### src/rtl/matrix_result_streamer.sv
// Snapshots matrix_mult's C once its pipeline latency has elapsed, then streams it row-major over valid/ready.
// Optional feature MATRIX_STREAM_CHECKSUM_EN adds a checksum output summing every transferred element.
module matrix_result_streamer #(
   parameter int N           = 4,
   parameter int WIDTH       = 16,
   parameter int PIPE_STAGES = 2,
   localparam int DW         = 2*WIDTH,
   localparam int IW         = (N > 1) ? $clog2(N) : 1
) (
   input  logic                        clk,
   input  logic                        rst,
   input  logic                        start,
   input  logic [N-1:0][N-1:0][DW-1:0] C,
   output logic                        busy,
   output logic [DW-1:0]               out_data,
   output logic [IW-1:0]               out_row,
   output logic [IW-1:0]               out_col,
   output logic                        out_valid,
   input  logic                        out_ready,
   output logic                        out_last,
   output logic                        done
`ifdef MATRIX_STREAM_CHECKSUM_EN
   ,output logic [DW+2*IW-1:0]         checksum
`endif
);

   localparam int            CNTW     = (PIPE_STAGES > 1) ? $clog2(PIPE_STAGES) : 1;
   localparam logic [IW-1:0] LAST_IDX = IW'(N-1);

   typedef enum logic [1:0] {S_IDLE, S_WAIT, S_STREAM} state_t;

   state_t                      state, state_n;
   logic [CNTW-1:0]             cnt;
   logic [IW-1:0]               r, c;
   logic [N-1:0][N-1:0][DW-1:0] mbuf;
   logic                        capture, accept, xfer, at_end;

   assign accept    = (state == S_IDLE) && start;
   assign out_valid = (state == S_STREAM);
   assign xfer      = out_valid && out_ready;
   assign at_end    = (r == LAST_IDX) && (c == LAST_IDX);
   assign out_last  = out_valid && at_end;
   assign busy      = (state != S_IDLE);
   assign out_row   = r;
   assign out_col   = c;
   // Buffer is not reset, so gate the data to keep it zero outside a stream.
   assign out_data  = out_valid ? mbuf[r][c] : '0;

   always_comb begin
      state_n = state;
      capture = 1'b0;
      case (state)
         S_IDLE:
            if (start) begin
               if (PIPE_STAGES == 0) begin
                  capture = 1'b1;
                  state_n = S_STREAM;
               end else begin
                  state_n = S_WAIT;
               end
            end
         S_WAIT:
            if (cnt == '0) begin
               capture = 1'b1;
               state_n = S_STREAM;
            end
         S_STREAM:
            if (xfer && at_end) state_n = S_IDLE;
         default: state_n = S_IDLE;
      endcase
   end

   always_ff @(posedge clk) begin
      if (rst) begin
         state <= S_IDLE;
         cnt   <= '0;
         r     <= '0;
         c     <= '0;
         done  <= 1'b0;
      end else begin
         state <= state_n;
         done  <= xfer && at_end;
         if (accept)
            cnt <= CNTW'((PIPE_STAGES > 0) ? PIPE_STAGES - 1 : 0);
         else if (state == S_WAIT && cnt != '0)
            cnt <= cnt - 1'b1;
         if (xfer) begin
            if (at_end) begin
               r <= '0;
               c <= '0;
            end else if (c == LAST_IDX) begin
               c <= '0;
               r <= r + 1'b1;
            end else begin
               c <= c + 1'b1;
            end
         end
      end
   end

   always_ff @(posedge clk) begin
      if (capture) mbuf <= C;
   end

`ifdef MATRIX_STREAM_CHECKSUM_EN
   always_ff @(posedge clk) begin
      if (rst || accept)
         checksum <= '0;
      else if (xfer)
         checksum <= checksum + (DW+2*IW)'(out_data);
   end
`endif

endmodule

### config.mk
export PLATFORM = sky130hd
export DESIGN_NAME = matrix_result_streamer
export DESIGN_NICKNAME = d
export VERILOG_FILES = /design/src/rtl/matrix_result_streamer.sv
export SDC_FILE = /design/constraint.sdc
export NUM_CORES = 1
export LEC_CHECK = 0
export CAP_MARGIN = 10
export CORE_MARGIN = 3
export CORE_UTILIZATION = 40
export DETAILED_ROUTE_END_ITERATION = 8
export PLACE_DENSITY = 0.68
export RECOVER_POWER = 100
export SYNTH_ARGS = -nofsm -noshare
export SYNTH_HDL_FRONTEND = slang
export SYNTH_SLANG_ARGS = --single-unit
### constraint.sdc
create_clock -name clk -period 68.6 [get_ports clk]
set_clock_uncertainty 0.1 [all_clocks]
set_input_delay 13.72 -clock clk [delete_from_list [all_inputs] [get_ports clk]]
set_output_delay 13.72 -clock clk [all_outputs]
set_load 0.1 [all_outputs]
==> flow_summary.ini, run 1 <==
[critical_path]
highest_net_fanout_along_the_worst_path = 59
setup.worst_path.start_class = flop
worst-r2r-setup-slack_ns = 56.37
worstPathArrival_ns = 10.14
critPathMaxStageDelay_ns = 3.08
cp_data_required_time_ns = 54.78
path_delay_family = buffers and inverters
critPathSlowestCell = sky130_fd_sc_hd__clkbuf_1
timing.critical_path.cells = clkbuf_1, clkbuf_1, mux2i_1, a22oi_1, nand2_1, o21ai_1, dlygate4sd3_1
worst_setup_path_end_kind = primary output
timing_worst_setup_path_type = reg2out
critPathMostFrequentCell = sky130_fd_sc_hd__clkbuf_1
cp_num_buf_inv = 3

[floorplan]
design.portCount = 556
area_of_the_die_um2 = 53300
core_region_area_um2 = 49500
die_h_um = 231
die_w_um = 231
fp-row-count = 81
initial_core_util = 0.409

[outcome]
failed_checks = capacitance limit, slew limit
run_status = complete, but fails checks

[global_routing]
number_of_global_route_vias_before_repair = 12700
grt_first_pass_wirelength_um = 82500
globalRouteTotalUtil = 0.214
gr-total-overflow = 0
grt_start_max_net_pins = 194
antenna_found_initial = 48

[sta]
final.setup.tns_ns = 0
share_of_the_clock_period_used_by_the_worst_path_after_layout = 0.349
timing_max_transition_violations_final = 742
final_period_demand_of_the_worst_path_ns = 23.96
timing_worst_slew_pin_value_ns = 10.10
worst_hold_slack_ns = 0.406
maxSlewHeadroom = -5.73
hold_violations = 0
timing.final.setup_violations = 0
grt_setup_unrepaired = false
final_critical_path_setup_slack_ns = 44.64
achievable-frequency_mhz = 41.7

[clock_network]
tritoncts_clock_tree = yes
cts.htree.levels = 2
cts.path.max_buffers = 3
clock_insertion_delay_worst_skew_ns = 0.58
cts-root-buf = sky130_fd_sc_hd__clkbuf_16
clock_sink_count = 520
cts-hold-fix-buffers = 0
cts-buffers-inserted = 55
worst_setup_hold_path_clk_slew_ns = 0.06
ctsResizeCount = 0
post-cts-setup-buffers = 0

[placed_design]
detailedPlace.worstSlack_ns = 49.94
place.gp.congestion = 0.875
place.detailed.hpwl_um = 41900
place_area_um2 = 26300
port-buffer-count = 555

[routing]
vias_per_cell = 5.11
drt_iter0_markers = 863
routed_wire_length_per_instance_um = 24.5
drt-pass1-iter-count = 7
detail_route.wirelength_um = 58900
detail_route.drc_violations = 0
final_ant_viol_nets = 0
vias = 12300

[cells_and_area]
finish.instance_area_um2 = 28000
syn2layout_area_growth_pct = 38.5
post_route_cells_drive_above_1_share = 0.0486
finish.net_count = 2184

[synth]
ys_ff_latch = 520
synthDistinctLibCells = 28
dominantRegCellSynth = sky130_fd_sc_hd__edfxtp_1
seq_total_area_yosys = 0.769
synth-edff-count = 512
avgSynthCellArea_um2 = 18.4
synth-warning-count = 0
async_set_reset_flop_share_out_of_synthesis = 0
synthesis.nets = 1619
synthesis.area_um2 = 20200
cell_count_after_synthesis = 1100

[power]
irDropWorstVdd_mv = 0.0220
design_power_total_uw = 720
p_leak_uw = 0.00899
power.density_nw_per_um2 = 25.7

[min_path]
hold_path.class = reg2reg

[job]
timing.max_cap.violations = 9
cell usage after synthesis, types with 2 or more instances:
library cell	instances	area, um2
sky130_fd_sc_hd__a22oi_1	128	961
sky130_fd_sc_hd__nand3_1	34	170
sky130_fd_sc_hd__ha_1	3	37.5
sky130_fd_sc_hd__clkbuf_1	5	18.8
sky130_fd_sc_hd__edfxtp_1	512	15400
sky130_fd_sc_hd__dfxtp_1	8	160
sky130_fd_sc_hd__buf_2	26	130
sky130_fd_sc_hd__nor2b_1	3	18.8
sky130_fd_sc_hd__buf_1	3	11.3
sky130_fd_sc_hd__nand2_1	38	143
sky130_fd_sc_hd__buf_6	17	191
sky130_fd_sc_hd__buf_4	9	67.6
sky130_fd_sc_hd__nor3_1	4	20.0
sky130_fd_sc_hd__a21oi_1	5	25.0
sky130_fd_sc_hd__nor2_1	2	7.51
sky130_fd_sc_hd__o21ai_1	32	160
sky130_fd_sc_hd__mux2i_1	258	2580
sky130_fd_sc_hd__buf_8	3	45.0
per-stage QoR:
| step | util | cells |
|---|---|---|
| floorplan | - | 1100 |
| global placement | 0.532 | 2272 |
| detailed placement | 0.532 | 2272 |
| CTS | 0.565 | 2371 |
| global route | 0.565 | 2385 |
| finish | 0.566 | 2401 |
placed cells by master, fill, tap and decap left out, types with 2 or more instances in the layout:
cell and instances:
sky130_fd_sc_hd__nor3_1 3, sky130_fd_sc_hd__mux2i_1 258, sky130_fd_sc_hd__dfxtp_1 7, sky130_fd_sc_hd__ha_1 3
sky130_fd_sc_hd__clkbuf_16 57, sky130_fd_sc_hd__nand3_1 35, sky130_fd_sc_hd__clkdlybuf4s50_1 5, sky130_fd_sc_hd__inv_6 2
sky130_fd_sc_hd__o21ai_1 32, sky130_fd_sc_hd__a21oi_1 5, sky130_fd_sc_hd__nand2_1 37, sky130_fd_sc_hd__a22oi_1 128
sky130_fd_sc_hd__clkinv_2 5, sky130_fd_sc_hd__clkinv_1 17, sky130_fd_sc_hd__buf_4 8, sky130_fd_sc_hd__bufinv_16 3
sky130_fd_sc_hd__edfxtp_1 512, sky130_fd_sc_hd__dlygate4sd3_1 550, sky130_fd_sc_hd__clkbuf_1 24, sky130_fd_sc_hd__nor2b_4 2
sky130_fd_sc_hd__nor2_1 2, sky130_fd_sc_hd__diode_2 30
sequential cells by signal, summed over array words and instances (netlist names):
name     flops
mbuf       512
out_col      2
out_row      2
state        2
cnt          1
done         1
worst paths after layout:
| path | startpoint | end | depth (start not counted) |
|---|---|---|---|
| max reg2reg | state[0] | mbuf[197] | 3 |
| min reg2reg | state[1] | state[0] | 1 |
| max | out_row[0] | out_data[6] | 7 |
| min | state[1] | state[0] | 1 |
kinds of logic after synthesis:
logic type	Yosys count	synth area share
flops	520	0.769
fa+ha+maj	3	0.00186
simple gates	88	0.0203
compound gates	166	0.0571
buf+inv	65	0.0241
mux	258	0.128
routing by layer:
metal  vias to the layer above  GRT usage  routed length, um
met5                         -          0                217
met4                        38     0.0763               1660
met1                      5957      0.234              20800
met2                       551      0.386              30700
li1                       5589          -                  -
met3                       129     0.0723               5500
cell type report:
cell class / instances / area [um2]
fillers: 3924 / 21500
clock buffers: 72 / 1480
well taps: 664 / 831
inverters: 1 / 3.75
multi-input cells: 515 / 4210
flip-flops and latches: 520 / 15500
diodes: 30 / 75.1
repair buffers: 572 / 5650
clock inverters: 27 / 196
where the power goes:
| part | switching [uW] | leakage [uW] | internal, uW |
|---|---|---|---|
| Combinational | 31.7 | 0.00339 | 26.5 |
| Clock | 118 | 0.000818 | 162 |
| Sequential | 5.19 | 0.00478 | 376 |
| Total | 155 | 0.00899 | 565 |
No activity file was read; power rests on OpenSTA's default activity.
==> inputs of run 2 (changes only) <==
--- a/config.mk
+++ b/config.mk
@@ -9,7 +9,7 @@
 export CORE_MARGIN = 3
 export CORE_UTILIZATION = 40
 export DETAILED_ROUTE_END_ITERATION = 8
-export PLACE_DENSITY = 0.68
+export PLACE_DENSITY = 0.71
 export RECOVER_POWER = 100
 export SYNTH_ARGS = -nofsm -noshare
 export SYNTH_HDL_FRONTEND = slang
==> constraint.sdc (replaced) <==
create_clock -name clk -period 21.1 [get_ports clk]
set_clock_uncertainty 0.1 [all_clocks]
set_input_delay 4.22 -clock clk [delete_from_list [all_inputs] [get_ports clk]]
set_output_delay 4.22 -clock clk [all_outputs]
set_load 0.1 [all_outputs]
==> run 2 against run 1 <==
The run still ends with capacitance limit, slew limit left; routed wire length fell by 1.2%; final area rose by 0.34%; first-iteration DRC count rose by 11%; clock power rose to 3.4 times the previous value; utilization rose by 0.19 points; combinational power rose to 3.3 times the previous value.
==> flow_summary.ini, run 2 (synthesized netlist as in run 1, its figures left out) <==
[routing]
vias_per_cell = 5.09
drt-pass1-iter-count = 5
drt_iter0_markers = 962
route.top_layer_used = met5
met2RoutedLength_um = 30500
detail_route.drc_violations = 0
final_ant_viol_nets = 0
met3_length_um = 4850
routed_wire_length_per_instance_um = 24.2
vias = 12200
met1Wirelength_um = 20400
detail_route.wirelength_um = 58200

[clock_network]
clock_insertion_delay_worst_skew_ns = 0.58
cts-buffers-inserted = 54
cts.path.max_buffers = 3
cts.htree.levels = 2
ctsResizeCount = 0
post-cts-setup-buffers = 0
cts-hold-fix-buffers = 0
tritoncts_clock_tree = yes
worst_setup_hold_path_clk_slew_ns = 0.06
clock_sink_count = 520
cts-root-buf = sky130_fd_sc_hd__clkbuf_16

[floorplan]
fp-row-count = 81
core_region_area_um2 = 49500
design.portCount = 556
initial_core_util = 0.409
die_w_um = 231
area_of_the_die_um2 = 53300
die_h_um = 231

[cells_and_area]
largest-register = mbuf
finish.instance_area_um2 = 28100
post_route_cells_drive_above_1_share = 0.0562
utilization = 0.568
layout.cells.most_common_list = sky130_fd_sc_hd__dlygate4sd3_1, sky130_fd_sc_hd__edfxtp_1, sky130_fd_sc_hd__mux2i_1
leading_cell_type_in_the_layout_fill_and_taps_excluded = sky130_fd_sc_hd__dlygate4sd3_1
largest_reg_flops = 512
syn2layout_area_growth_pct = 39.0
finish.net_count = 2182
fillers = 3861

[sta]
timing.final.setup_violations = 0
hold_violations = 0
share_of_the_clock_period_used_by_the_worst_path_after_layout = 0.577
achievable-frequency_mhz = 82.1
grt_setup_unrepaired = false
final.setup.tns_ns = 0
final_critical_path_setup_slack_ns = 8.92
timing_worst_slew_pin_value_ns = 11.22
maxSlewHeadroom = -6.48
timing_max_transition_violations_final = 655
worst_hold_slack_ns = 0.418
final_period_demand_of_the_worst_path_ns = 12.18

[critical_path]
cp-startpoint = out_row[0]
setup.worst_path.start_class = flop
worstPathArrival_ns = 7.86
highest_net_fanout_along_the_worst_path = 66
timing_worst_setup_path_type = reg2out
cp_data_required_time_ns = 16.78
critPathSlowestCell = sky130_fd_sc_hd__clkbuf_1
timing.critical_path.cells = buf_4, clkbuf_1, mux2i_1, a22oi_1, nand2_1, o21ai_1, dlygate4sd3_1
worst_setup_path_end_kind = primary output
critPathMaxStageDelay_ns = 3.35
crit-reg2reg-launch = state[0]

[placed_design]
detailedPlace.worstSlack_ns = 12.19
port-buffer-count = 555
place_area_um2 = 26300
place.detailed.hpwl_um = 41200
place.gp.congestion = 0.828

[power]
p_leak_uw = 0.00904
irDropWorstVdd_mv = 0.0655
power.density_nw_per_um2 = 84.6

[global_routing]
number_of_global_route_vias_before_repair = 13100
grt_start_max_net_pins = 215
globalRouteTotalUtil = 0.213
gr-total-overflow = 0
grt_first_pass_wirelength_um = 82900
antenna_found_initial = 44

[outcome]
run_status = complete, but fails checks
failed_checks = capacitance limit, slew limit

[job]
timing.max_cap.violations = 8

[min_path]
hold_path_startpoint = state[1]
hold_path.class = reg2reg
-- run 2: critical path: cells and delay by family, from the launching register on --
| family | cells | cell delay (ns) |
|---|---|---|
| mux | 1 | 0.37 |
| buf+inv | 3 | 5.33 |
| compound gates | 2 | 0.59 |
| simple gates | 1 | 0.18 |
| flops | 1 | 0.72 |
-- run 2: worst paths after layout --
check	end	slack [ns]	depth (start not counted)
max	out_data[14]	8.92	7
max reg2reg	mbuf[287]	8.94	3
min reg2reg	state[0]	0.42	1
min	state[0]	0.42	1
-- run 2: report_power, final --
group / total (uW) / switching (uW) / internal [uW]
clock network: 945 / 387 / 559
registers: 1240 / 16.2 / 1220
logic: 190 / 104 / 86.1
-- run 2: stage by stage --
step / std cells / power [uW]
floorplan: 1100 / 1350
global placement: 2271 / 1460
detailed placement: 2271 / 1460
CTS: 2372 / 2410
global route: 2393 / 2460
finish: 2405 / 2380
-- run 2: cell type report --
class / instances / area (um2) / share of cell area
Clock buffer: 68 / 1490 / 0.0530
Tap cell: 664 / 831 / 0.0296
Timing Repair Buffer: 571 / 5650 / 0.201
Multi-Input combinational cell: 515 / 4200 / 0.150
Inverter: 1 / 3.75 / 0.000134
Antenna cell: 33 / 82.6 / 0.00294
Clock inverter: 33 / 292 / 0.0104
Sequential cell: 520 / 15500 / 0.553
-- run 2: routing by layer --
layer,track usage,up-vias
met1,0.230,5947
met3,0.0695,135
met5,0,-
met4,0.0918,30
li1,-,5606
met2,0.383,519
==> inputs of run 3 (changes only) <==
==> constraint.sdc (replaced) <==
create_clock -name clk -period 10.9 [get_ports clk]
set_clock_uncertainty 0.1 [all_clocks]
set_input_delay 2.18 -clock clk [delete_from_list [all_inputs] [get_ports clk]]
set_output_delay 2.18 -clock clk [all_outputs]
set_load 0.1 [all_outputs]
==> run 3 against run 2 <==
The flow still finishes with violations (capacitance limit, slew limit); non-clock buffer count fell by 2; final cell count shrank 0.29%; global-route usage increased by 0.074 points; register-to-register slack got worse by 6.2 ns; largest cell class unchanged; highest routed layer unchanged.
==> flow_summary.ini, run 3 (synthesized netlist as in run 1, its figures left out) <==
[outcome]
run_status = complete, but fails checks
failed_checks = capacitance limit, slew limit

[clock_network]
cts.htree.levels = 2
cts-buffers-inserted = 53
clock_sink_count = 520
cts.path.max_buffers = 3
cts-hold-fix-buffers = 0
post-cts-setup-buffers = 0
ctsResizeCount = 0
worst_setup_hold_path_clk_slew_ns = 0.06
clock_insertion_delay_worst_skew_ns = 0.57
tritoncts_clock_tree = yes
cts-root-buf = sky130_fd_sc_hd__clkbuf_16

[placed_design]
place.detailed.hpwl_um = 40900
port-buffer-count = 555
place.gp.congestion = 0.886

[routing]
vias = 12300
drt-pass1-iter-count = 5
routed_wire_length_per_instance_um = 24.5
detail_route.wirelength_um = 58700
drt_iter0_markers = 1027
final_ant_viol_nets = 0
vias_per_cell = 5.11
detail_route.drc_violations = 0

[min_path]
hold_path_startpoint = state[1]
hold_path.class = reg2reg
worstHoldEndpoint = state[0]
min_path_cells = 1

[sta]
timing.final.setup_violations = 0
final.setup.tns_ns = 0
achievable-frequency_mhz = 122
final_period_demand_of_the_worst_path_ns = 8.20
share_of_the_clock_period_used_by_the_worst_path_after_layout = 0.752
grt_setup_unrepaired = false
hold_violations = 0
timing_max_transition_violations_final = 315
maxSlewHeadroom = -2.43
timing_worst_slew_pin_value_ns = 5.14

[critical_path]
timing_worst_setup_path_type = reg2out
setup.worst_path.start_class = flop
highest_net_fanout_along_the_worst_path = 39
critPathSlowestCell = sky130_fd_sc_hd__nor2b_1
path_delay_family = simple AND/OR/NAND/NOR gates
cp_num_buf_inv = 2
critPathMaxStageDelay_ns = 2.29
rr_worst_depth = 3
timing.critical_path.cells = nor2b_1, buf_4, a22oi_1, nand2_1, o21ai_1, dlygate4sd3_1
worst_setup_path_end_kind = primary output
worstPathArrival_ns = 5.92
crit-reg2reg-launch = state[0]
worst-r2r-setup-slack_ns = 2.70
worst_r2r_endpoint = mbuf[279]
cp_data_required_time_ns = 8.62

[power]
irDropWorstVdd_mv = 0.141
power.density_nw_per_um2 = 158
design_power_total_uw = 4400
p_leak_uw = 0.00894

[floorplan]
die_w_um = 231
core_region_area_um2 = 49500
area_of_the_die_um2 = 53300
die_h_um = 231
initial_core_util = 0.409
design.portCount = 556
fp-row-count = 81

[cells_and_area]
largest_reg_flops = 512
finish.net_count = 2179
syn2layout_area_growth_pct = 37.9
post_route_cells_drive_above_1_share = 0.0496
leading_cell_type_in_the_layout_fill_and_taps_excluded = sky130_fd_sc_hd__dlygate4sd3_1
layout.cells.most_common_list = sky130_fd_sc_hd__dlygate4sd3_1, sky130_fd_sc_hd__edfxtp_1, sky130_fd_sc_hd__mux2i_1
largest-register = mbuf

[global_routing]
grt_start_max_net_pins = 205
gr-total-overflow = 0
number_of_global_route_vias_before_repair = 12800
globalRouteTotalUtil = 0.214
grt_first_pass_wirelength_um = 82800
antenna_found_initial = 43

[job]
timing.max_cap.violations = 3
run 3: metal layers:
metal / vias to the layer above / GRT usage / routed length, um
li1: 5596 / - / -
met1: 5943 / 0.234 / 20500
met3: 126 / 0.0663 / 5310
met5: - / 0 / 118
met4: 20 / 0.0988 / 2470
met2: 575 / 0.380 / 30200
run 3: worst register-to-register path, cell delays in order, from the launching register on:
cell and delay, ns:
sky130_fd_sc_hd__dfxtp_1 0.46, sky130_fd_sc_hd__nor3b_1 0.24, sky130_fd_sc_hd__clkbuf_2 3.59, sky130_fd_sc_hd__clkbuf_1 3.26
run 3: area by class of cell:
class | count | area [um2]
Antenna cell | 42 | 105
Clock buffer | 61 | 1360
Clock inverter | 26 | 170
Fill cell | 3891 | 21600
Inverter | 1 | 3.75
Multi-Input combinational cell | 515 | 4200
Sequential cell | 520 | 15500
Tap cell | 664 | 831
Timing Repair Buffer | 569 | 5670
run 3: power by group:
group	leakage [uW]	internal [uW]	switching [uW]
logic	0.00341	167	204
clock network	0.000742	926	723
registers	0.00478	2350	30.6
run 3: how the worst max path moves through the flow:
stage / cells past startpoint / slack [ns] / end / from
after floorplan: 1 / -2.88 / mbuf[0] / state[0]
final: 6 / 2.70 / out_data[21] / out_col[0]
after detailed placement: 6 / 4.59 / out_data[18] / out_row[0]
after CTS: 6 / 3.94 / out_data[18] / out_row[0]
after global placement: 6 / 4.57 / out_data[18] / out_row[0]
after global routing: 3 / 2.05 / mbuf[283] / state[0]
run 3: per-stage QoR:
step / worst slack, ns / instances / utilization / cell area, um2 / hold slack, ns
final: 2.70 / 2398 / 0.564 / 27900 / 0.395
after global routing: 2.05 / 2382 / 0.563 / 27800 / 0.442
after CTS: 3.94 / 2356 / 0.562 / 27800 / 0.442
after detailed placement: 4.59 / 2269 / 0.531 / 26300 / 0.433
after global placement: 4.57 / 2269 / 0.531 / 26300 / 0.408
after floorplan: -2.88 / 1100 / - / 20200 / 0.380
